<file path="src/rtl/pipelined_cla_adder_pkg.sv">
// Shared definitions for the pipelined carry-lookahead add/subtract unit.
//   DEFAULT_GROUP_W : default bits per lookahead group (one pipeline stage each)
//   MODE_ADD/SUB    : encoding of the 'sub' input
//   num_groups()    : number of groups, which is also the pipeline depth
package pipelined_cla_pkg;

  localparam int DEFAULT_GROUP_W = 4;

  localparam logic MODE_ADD = 1'b0;
  localparam logic MODE_SUB = 1'b1;

  function automatic int num_groups(input int width, input int group_w);
    // Guard the divide so a bad GROUP_W reaches the elaboration check cleanly.
    return (group_w > 0) ? (width / group_w) : 1;
  endfunction

endpackage

</file>
<file path="src/rtl/pipelined_cla_adder_cla_group.sv">
// Combinational GROUP_W-bit carry-lookahead group.
//   a_i, b_i  : group operand bits
//   cin_i     : carry into the group
//   sum_o     : group sum bits
//   cout_o    : carry out of the group MSB
//   p_o, g_o  : group propagate / generate
//   c_msb_o   : carry into the group MSB (used for signed overflow)
module cla_group #(
  parameter int GROUP_W = 4
) (
  input  logic [GROUP_W-1:0] a_i,
  input  logic [GROUP_W-1:0] b_i,
  input  logic               cin_i,
  output logic [GROUP_W-1:0] sum_o,
  output logic               cout_o,
  output logic               p_o,
  output logic               g_o,
  output logic               c_msb_o
);

  logic [GROUP_W-1:0] p;
  logic [GROUP_W-1:0] g;
  logic [GROUP_W:0]   carry;
  logic               grp_gen;

  assign p = a_i ^ b_i;
  assign g = a_i & b_i;

  // Each carry is a flat sum of products over all lower bits rather than a ripple chain.
  always_comb begin
    logic prop;
    prop     = 1'b0;
    carry    = '0;
    carry[0] = cin_i;
    for (int i = 0; i < GROUP_W; i++) begin
      carry[i+1] = g[i];
      prop       = p[i];
      for (int j = i - 1; j >= 0; j--) begin
        carry[i+1] = carry[i+1] | (prop & g[j]);
        prop       = prop & p[j];
      end
      carry[i+1] = carry[i+1] | (prop & cin_i);
    end
  end

  always_comb begin
    grp_gen = 1'b0;
    for (int i = 0; i < GROUP_W; i++) begin
      grp_gen = g[i] | (p[i] & grp_gen);
    end
  end

  assign sum_o   = p ^ carry[GROUP_W-1:0];
  assign cout_o  = carry[GROUP_W];
  assign c_msb_o = carry[GROUP_W-1];
  assign p_o     = &p;
  assign g_o     = grp_gen;

endmodule

</file>
<file path="src/rtl/pipelined_cla_adder.sv">
// Pipelined add/subtract unit: one GROUP_W-bit lookahead group per stage, group carry
// registered between stages, valid/ready with full backpressure on both sides.
//   clk, rst             : rising-edge clock, asynchronous active-high reset
//   in_valid / in_ready  : operand handshake (in_ready is combinational from the output side)
//   a, b, cin, sub       : operands; sub=1 computes A + ~B + 1 and ignores cin
//   out_valid / out_ready: result handshake
//   sum, cout, ovf       : result, carry out of MSB (sub: 1 = no borrow), signed overflow
// Optional macro PIPELINED_CLA_ADDER_SAT_EN: signed saturation of sum in the last stage.
module pipelined_cla_adder
  import pipelined_cla_pkg::*;
#(
  parameter int WIDTH   = 16,
  parameter int GROUP_W = DEFAULT_GROUP_W
) (
  input  logic             clk,
  input  logic             rst,
  input  logic             in_valid,
  output logic             in_ready,
  input  logic [WIDTH-1:0] a,
  input  logic [WIDTH-1:0] b,
  input  logic             cin,
  input  logic             sub,
  output logic             out_valid,
  input  logic             out_ready,
  output logic [WIDTH-1:0] sum,
  output logic             cout,
  output logic             ovf
);

  localparam int NumGroups = num_groups(WIDTH, GROUP_W);

  if (GROUP_W < 1) begin : g_bad_group_w
    $error("pipelined_cla_adder: GROUP_W must be at least 1");
  end else if ((WIDTH % GROUP_W) != 0) begin : g_bad_width
    $error("pipelined_cla_adder: WIDTH must be a multiple of GROUP_W");
  end

`ifdef PIPELINED_CLA_ADDER_SAT_EN
  localparam logic [WIDTH-1:0] SatPos = {1'b0, {(WIDTH-1){1'b1}}};
  localparam logic [WIDTH-1:0] SatNeg = {1'b1, {(WIDTH-1){1'b0}}};
`endif

  logic             en;
  logic [WIDTH-1:0] b_eff;
  logic             c0;
  logic             ovf_d, ovf_q;

  // Whole pipeline advances together; an empty output slot always lets it move.
  assign en       = out_ready | ~out_valid;
  assign in_ready = en;

  always_comb begin
    b_eff = b;
    c0    = cin;
    unique case (sub)
      MODE_ADD: begin
        b_eff = b;
        c0    = cin;
      end
      MODE_SUB: begin
        b_eff = ~b;
        c0    = 1'b1;
      end
    endcase
  end

  for (genvar g = 0; g < NumGroups; g++) begin : g_stage
    localparam int SumW = GROUP_W * (g + 1);

    logic [GROUP_W-1:0] grp_a, grp_b, grp_sum;
    logic               grp_cin, grp_cout, grp_cmsb, grp_p, grp_g;
    logic               valid_d, valid_q;
    logic               c_d, c_q;
    logic [SumW-1:0]    psum_raw, psum_d, psum_q;
    logic               unused_grp;

    if (g == 0) begin : g_src
      assign grp_a    = a[GROUP_W-1:0];
      assign grp_b    = b_eff[GROUP_W-1:0];
      assign grp_cin  = c0;
      assign valid_d  = in_valid;
      assign psum_raw = grp_sum;
    end else begin : g_src
      assign grp_a    = g_stage[g-1].g_op.rem_a_q[GROUP_W-1:0];
      assign grp_b    = g_stage[g-1].g_op.rem_b_q[GROUP_W-1:0];
      assign grp_cin  = g_stage[g-1].c_q;
      assign valid_d  = g_stage[g-1].valid_q;
      assign psum_raw = {grp_sum, g_stage[g-1].psum_q};
    end

    cla_group #(
      .GROUP_W(GROUP_W)
    ) u_group (
      .a_i    (grp_a),
      .b_i    (grp_b),
      .cin_i  (grp_cin),
      .sum_o  (grp_sum),
      .cout_o (grp_cout),
      .p_o    (grp_p),
      .g_o    (grp_g),
      .c_msb_o(grp_cmsb)
    );

    // Group P/G are exposed for wider lookahead trees; this pipeline only needs the carry.
    assign unused_grp = ^{grp_p, grp_g, grp_cmsb};
    assign c_d        = grp_cout;

    if (g == NumGroups - 1) begin : g_fin
`ifdef PIPELINED_CLA_ADDER_SAT_EN
      // On overflow both transformed MSBs agree, so either one gives the true sign.
      always_comb begin
        psum_d = psum_raw;
        if (ovf_d) begin
          psum_d = grp_a[GROUP_W-1] ? SatNeg : SatPos;
        end
      end
`else
      assign psum_d = psum_raw;
`endif
    end else begin : g_fin
      assign psum_d = psum_raw;
    end

    always_ff @(posedge clk or posedge rst) begin
      if (rst) begin
        valid_q <= 1'b0;
        c_q     <= 1'b0;
        psum_q  <= '0;
      end else if (en) begin
        valid_q <= valid_d;
        c_q     <= c_d;
        psum_q  <= psum_d;
      end
    end

    // Operand bits not yet consumed ride along, shrinking by one group per stage.
    if (g < NumGroups - 1) begin : g_op
      localparam int RemW = WIDTH - GROUP_W * (g + 1);

      logic [RemW-1:0] rem_a_d, rem_a_q, rem_b_d, rem_b_q;

      if (g == 0) begin : g_shift
        assign rem_a_d = a[WIDTH-1:GROUP_W];
        assign rem_b_d = b_eff[WIDTH-1:GROUP_W];
      end else begin : g_shift
        assign rem_a_d = g_stage[g-1].g_op.rem_a_q[RemW+GROUP_W-1:GROUP_W];
        assign rem_b_d = g_stage[g-1].g_op.rem_b_q[RemW+GROUP_W-1:GROUP_W];
      end

      always_ff @(posedge clk or posedge rst) begin
        if (rst) begin
          rem_a_q <= '0;
          rem_b_q <= '0;
        end else if (en) begin
          rem_a_q <= rem_a_d;
          rem_b_q <= rem_b_d;
        end
      end
    end
  end

  assign ovf_d = g_stage[NumGroups-1].grp_cout ^ g_stage[NumGroups-1].grp_cmsb;

  always_ff @(posedge clk or posedge rst) begin
    if (rst) begin
      ovf_q <= 1'b0;
    end else if (en) begin
      ovf_q <= ovf_d;
    end
  end

  assign out_valid = g_stage[NumGroups-1].valid_q;
  assign sum       = g_stage[NumGroups-1].psum_q;
  assign cout      = g_stage[NumGroups-1].c_q;
  assign ovf       = ovf_q;

endmodule

</file>
<file path="config.mk">
export PLATFORM = sky130hd
export DESIGN_NAME = pipelined_cla_adder
export DESIGN_NICKNAME = d
export VERILOG_FILES = /design/src/rtl/pipelined_cla_adder_pkg.sv /design/src/rtl/pipelined_cla_adder_cla_group.sv /design/src/rtl/pipelined_cla_adder.sv
export SDC_FILE = /design/constraint.sdc
export NUM_CORES = 1
export LEC_CHECK = 0
export ABC_CLOCK_PERIOD_IN_PS = 3820
export BUFFER_PORTS_ARGS = -buffer_cell sky130_fd_sc_hd__buf_2
export CAP_MARGIN = 5
export CELL_PAD_IN_SITES_DETAIL_PLACEMENT = 0
export CELL_PAD_IN_SITES_GLOBAL_PLACEMENT = 1
export CORE_ASPECT_RATIO = 0.5
export CORE_MARGIN = 1.5
export CORE_UTILIZATION = 35
export CTS_CLUSTER_SIZE = 25
export DETAILED_ROUTE_END_ITERATION = 8
export GPL_TIMING_DRIVEN = 0
export PLACE_DENSITY = 0.71
export SLEW_MARGIN = 25
export SYNTH_ARGS = -nofsm -noshare
export SYNTH_HDL_FRONTEND = slang
export SYNTH_HIERARCHICAL = 1
export SYNTH_SLANG_ARGS = --single-unit
export TNS_END_PERCENT = 50
</file>
<file path="constraint.sdc">
create_clock -name clk -period 3.82 [get_ports clk]
set_input_delay 0.764 -clock clk [delete_from_list [all_inputs] [get_ports clk]]
set_output_delay 0.764 -clock clk [all_outputs]
set_load 0.03 [all_outputs]
</file>
==> metrics.sh <==
DIE-AREA_MM2=0.0135
AREA_DELTA_SYNTH_FINAL_PCT=18.7
RSZ0062_AT_GRT='no'
FINISH.NET_COUNT=429
MAX-CLOCK-PATH-BUFFERS=2
PORT_BUFFERS=56
OUTCOME='finished clean'
REG2REG_SETUP_SLACK_NS=1.96
CTS.SINKS=97
REPORT.FINAL.HOLD_VIOL_COUNT=0
DRT_DRC_VIOLATIONS_LEFT=0
MIN_PERIOD_NS=2.42
CRIT_PATH_CELL_TRACE='buf_2 -> nand2b_4 -> buf_6 -> buf_6 -> buf_6 -> buf_2'
POST_ROUTE_CELLS_DRIVE_ABOVE_1_SHARE_PCT=50.5
WORSTSETUPSTARTPOINTTYPE='primary input'
R2R-START='g_stage[2].g_op.rem_a_q[1]$_DFFE_PP0P_'
VIA_COUNT=2461
DETAIL-ROUTE-ANTENNA-NETS=0
WORST_SLEW_PIN_SLEW_NS=0.340
CRITICAL_PATH.SLOWEST_CELL='buf_2'
DIEHEIGHT_UM=83.1
GLOBALROUTE.TOTALOVERFLOW=0
FILLERINSTANCES=1120
MULTIINPUTGATEAREA_MM2=0.00189
SYNTH.AVG_CELL_AREA_UM2=14.8
TIMING.CRITICAL_PATH.SLOWEST_CELL_DELAY_NS=0.22
TIMING.MAX_CAP.VIOLATIONS=0
FINCLKSKEW_NS=0.00405
POWER-PER-CELL-AREA_mW_PER_MM2=871
FMAX_GHz=0.414
DETAIL_ROUTE.ITER0.VIOLATIONS=93
CTS.HOLD.BUFFERS_ADDED=0
SYN_INST=303
CLOCK_TREE.ROOT_CELL='clkbuf_16'
SETUP_VIOL_COUNT_FINAL=0
TOTALNEGATIVESETUPSLACK_NS=0
N_ANTENNA_CELL=0
ROUTE.FINAL.WIRE_LENGTH_UM=7530
YOSYS_WARNINGS=6
SEQUENTIAL_CELL_AREA_IN_THE_FINAL_LAYOUT_MM2=0.00243
CTS_TREE='yes'
STATIC_POWER_DUE_TO_LEAKAGE_nW=2.52
DP.FINAL_HPWL_UM=5350
LAYOUT_WORST_PATH_CYCLE_SHARE_PCT=63.2
WORST-PATH-MAX-FANOUT=10
TRITONCTS.NUM_BUFFERS=9
WL_PER_CELL_UM=13.9
PATH_COMMON_CELL='buf_6'
ANTENNA_FOUND_INITIAL=0
DIE-WIDTH_UM=163
END_KIND='output port'
WORST-SETUP-PATH-TYPE='primary input to output port'
COREAREA_MM2=0.0122
GRT_START_MAX_NET_PINS=63
CRITICAL_PATH_REQUIRED_NS=3.06
PATH_CLK_SLEW_NS=0.07
POST_CTS_BUFFERS=0
WORST-ENDPOINT-ARRIVAL_NS=1.65
DR.PASS1.ITERS=4
WORSTREGTOREGCELLS=6
FINALMAXSLEWVIOLATIONS=0
INSERTION_DELAY_NS=0.34
INITIAL_CORE_UTIL_PCT=36.9
GRT_PASS1_WL_UM=13100
HOLD_PATH_CLASS='primary input to async pin'
FINALWEIGHTEDCONGESTION=0.713
REGTOREGENDPOINT='ovf$_DFFE_PP0P_'
CORE.ROWCOUNT=28
H-TREE-DEPTH=3
DESIGN.PORTCOUNT=58
RELSLEWSLACK_PCT=77.3
POST_SYNTH_INSTANCE_AREA_MM2=0.00449
POST_CTS_RESIZED=0
SYNTH_FP_NETS=361
FIRST_GLOBAL_VIAS=2564
VIAS_PER_CELL=4.55
PEAKVDDDROP_V=0.000283
GRT_USAGE_PCT=12.5
POST-LAYOUT-TOTAL-POWER_mW=4.64
[per-layer routing]
metal	global-route usage, %	wire [µm]
met2	19.0	3480
met5	0	0
met4	5.00	126
met3	3.25	249
met1	17.0	3680
[layout make-up]
type	instances	area share (%)
sequential	97	45.6
clock inverter	6	1.74
timing repair buffer	57	5.78
tap	165	3.88
inverter	19	1.43
buffer	13	1.74
clock buffer	10	4.30
multi-input combinational	174	35.6
[report_power, final]
group	internal (mW)	switching [mW]	leakage (nW)
sequential	1.50	0.247	1.13
clock	0.576	0.388	0.149
combinational	1.03	0.892	1.24
total	3.11	1.53	2.52
[worst max-delay path: cells and delay by family]
| family | cells | cell delay, ns |
|---|---|---|
| buffers and inverters | 5 | 0.77 |
| AND/OR/NAND/NOR | 1 | 0.11 |
[sequential cells by signal, indices dropped and copies added (netlist names)]
name,cells
g_stage.psum_q,24
ovf,1
g_stage.c_q,3
g_stage.valid_q,3
g_stage.g_op.rem_a_q,24
g_stage.g_op.rem_b_q,24
out_valid,1
cout,1
sum,16
[worst max-delay path by stage]
stage                         start                                     end  slack [ns]
after global routing      out_ready                                in_ready        1.36
after floorplan                 rst                        cout$_DFFE_PP0P_        0.52
after CTS                 out_ready                                in_ready        1.39
after detailed placement        sub        g_stage[0].psum_q[2]$_DFFE_PP0P_        1.16
final                     out_ready                                in_ready        1.40
after global placement          rst  g_stage[0].g_op.rem_a_q[2]$_DFFE_PP0P_       -0.68
[metrics by stage]
stage | hold slack (ns) | utilization, % | setup WS [ns] | std cells | area [µm²]
after floorplan | 0.430 | - | 0.522 | 303 | 4490
after CTS | 0.413 | 43.8 | 1.39 | 541 | 5330
after global placement | 0.448 | 40.9 | -0.682 | 524 | 4970
after detailed placement | 0.462 | 41.2 | 1.16 | 525 | 5000
final | 0.404 | 43.8 | 1.40 | 541 | 5330
after global routing | 0.423 | 43.8 | 1.36 | 541 | 5330
[cell usage in the layout (no fill, tap or decap), types with 2 or more instances in the layout]
| master | instances |
|---|---|
| a21o_1 | 8 |
| a21oi_1 | 6 |
| a21oi_2 | 2 |
| a41oi_1 | 2 |
| buf_2 | 64 |
| buf_6 | 4 |
| bufinv_16 | 2 |
| clkbuf_16 | 9 |
| clkinv_4 | 2 |
| clkinvlp_4 | 2 |
| dfrtp_1 | 97 |
| fa_1 | 4 |
| ha_1 | 16 |
| inv_1 | 18 |
| mux2_2 | 78 |
| mux2_4 | 18 |
| nand3_1 | 2 |
| nand3_2 | 2 |
| nand4_1 | 2 |
| o21ai_2 | 2 |
| xnor2_1 | 8 |
| xor2_1 | 21 |
No activity file was read; power rests on OpenSTA's default activity.
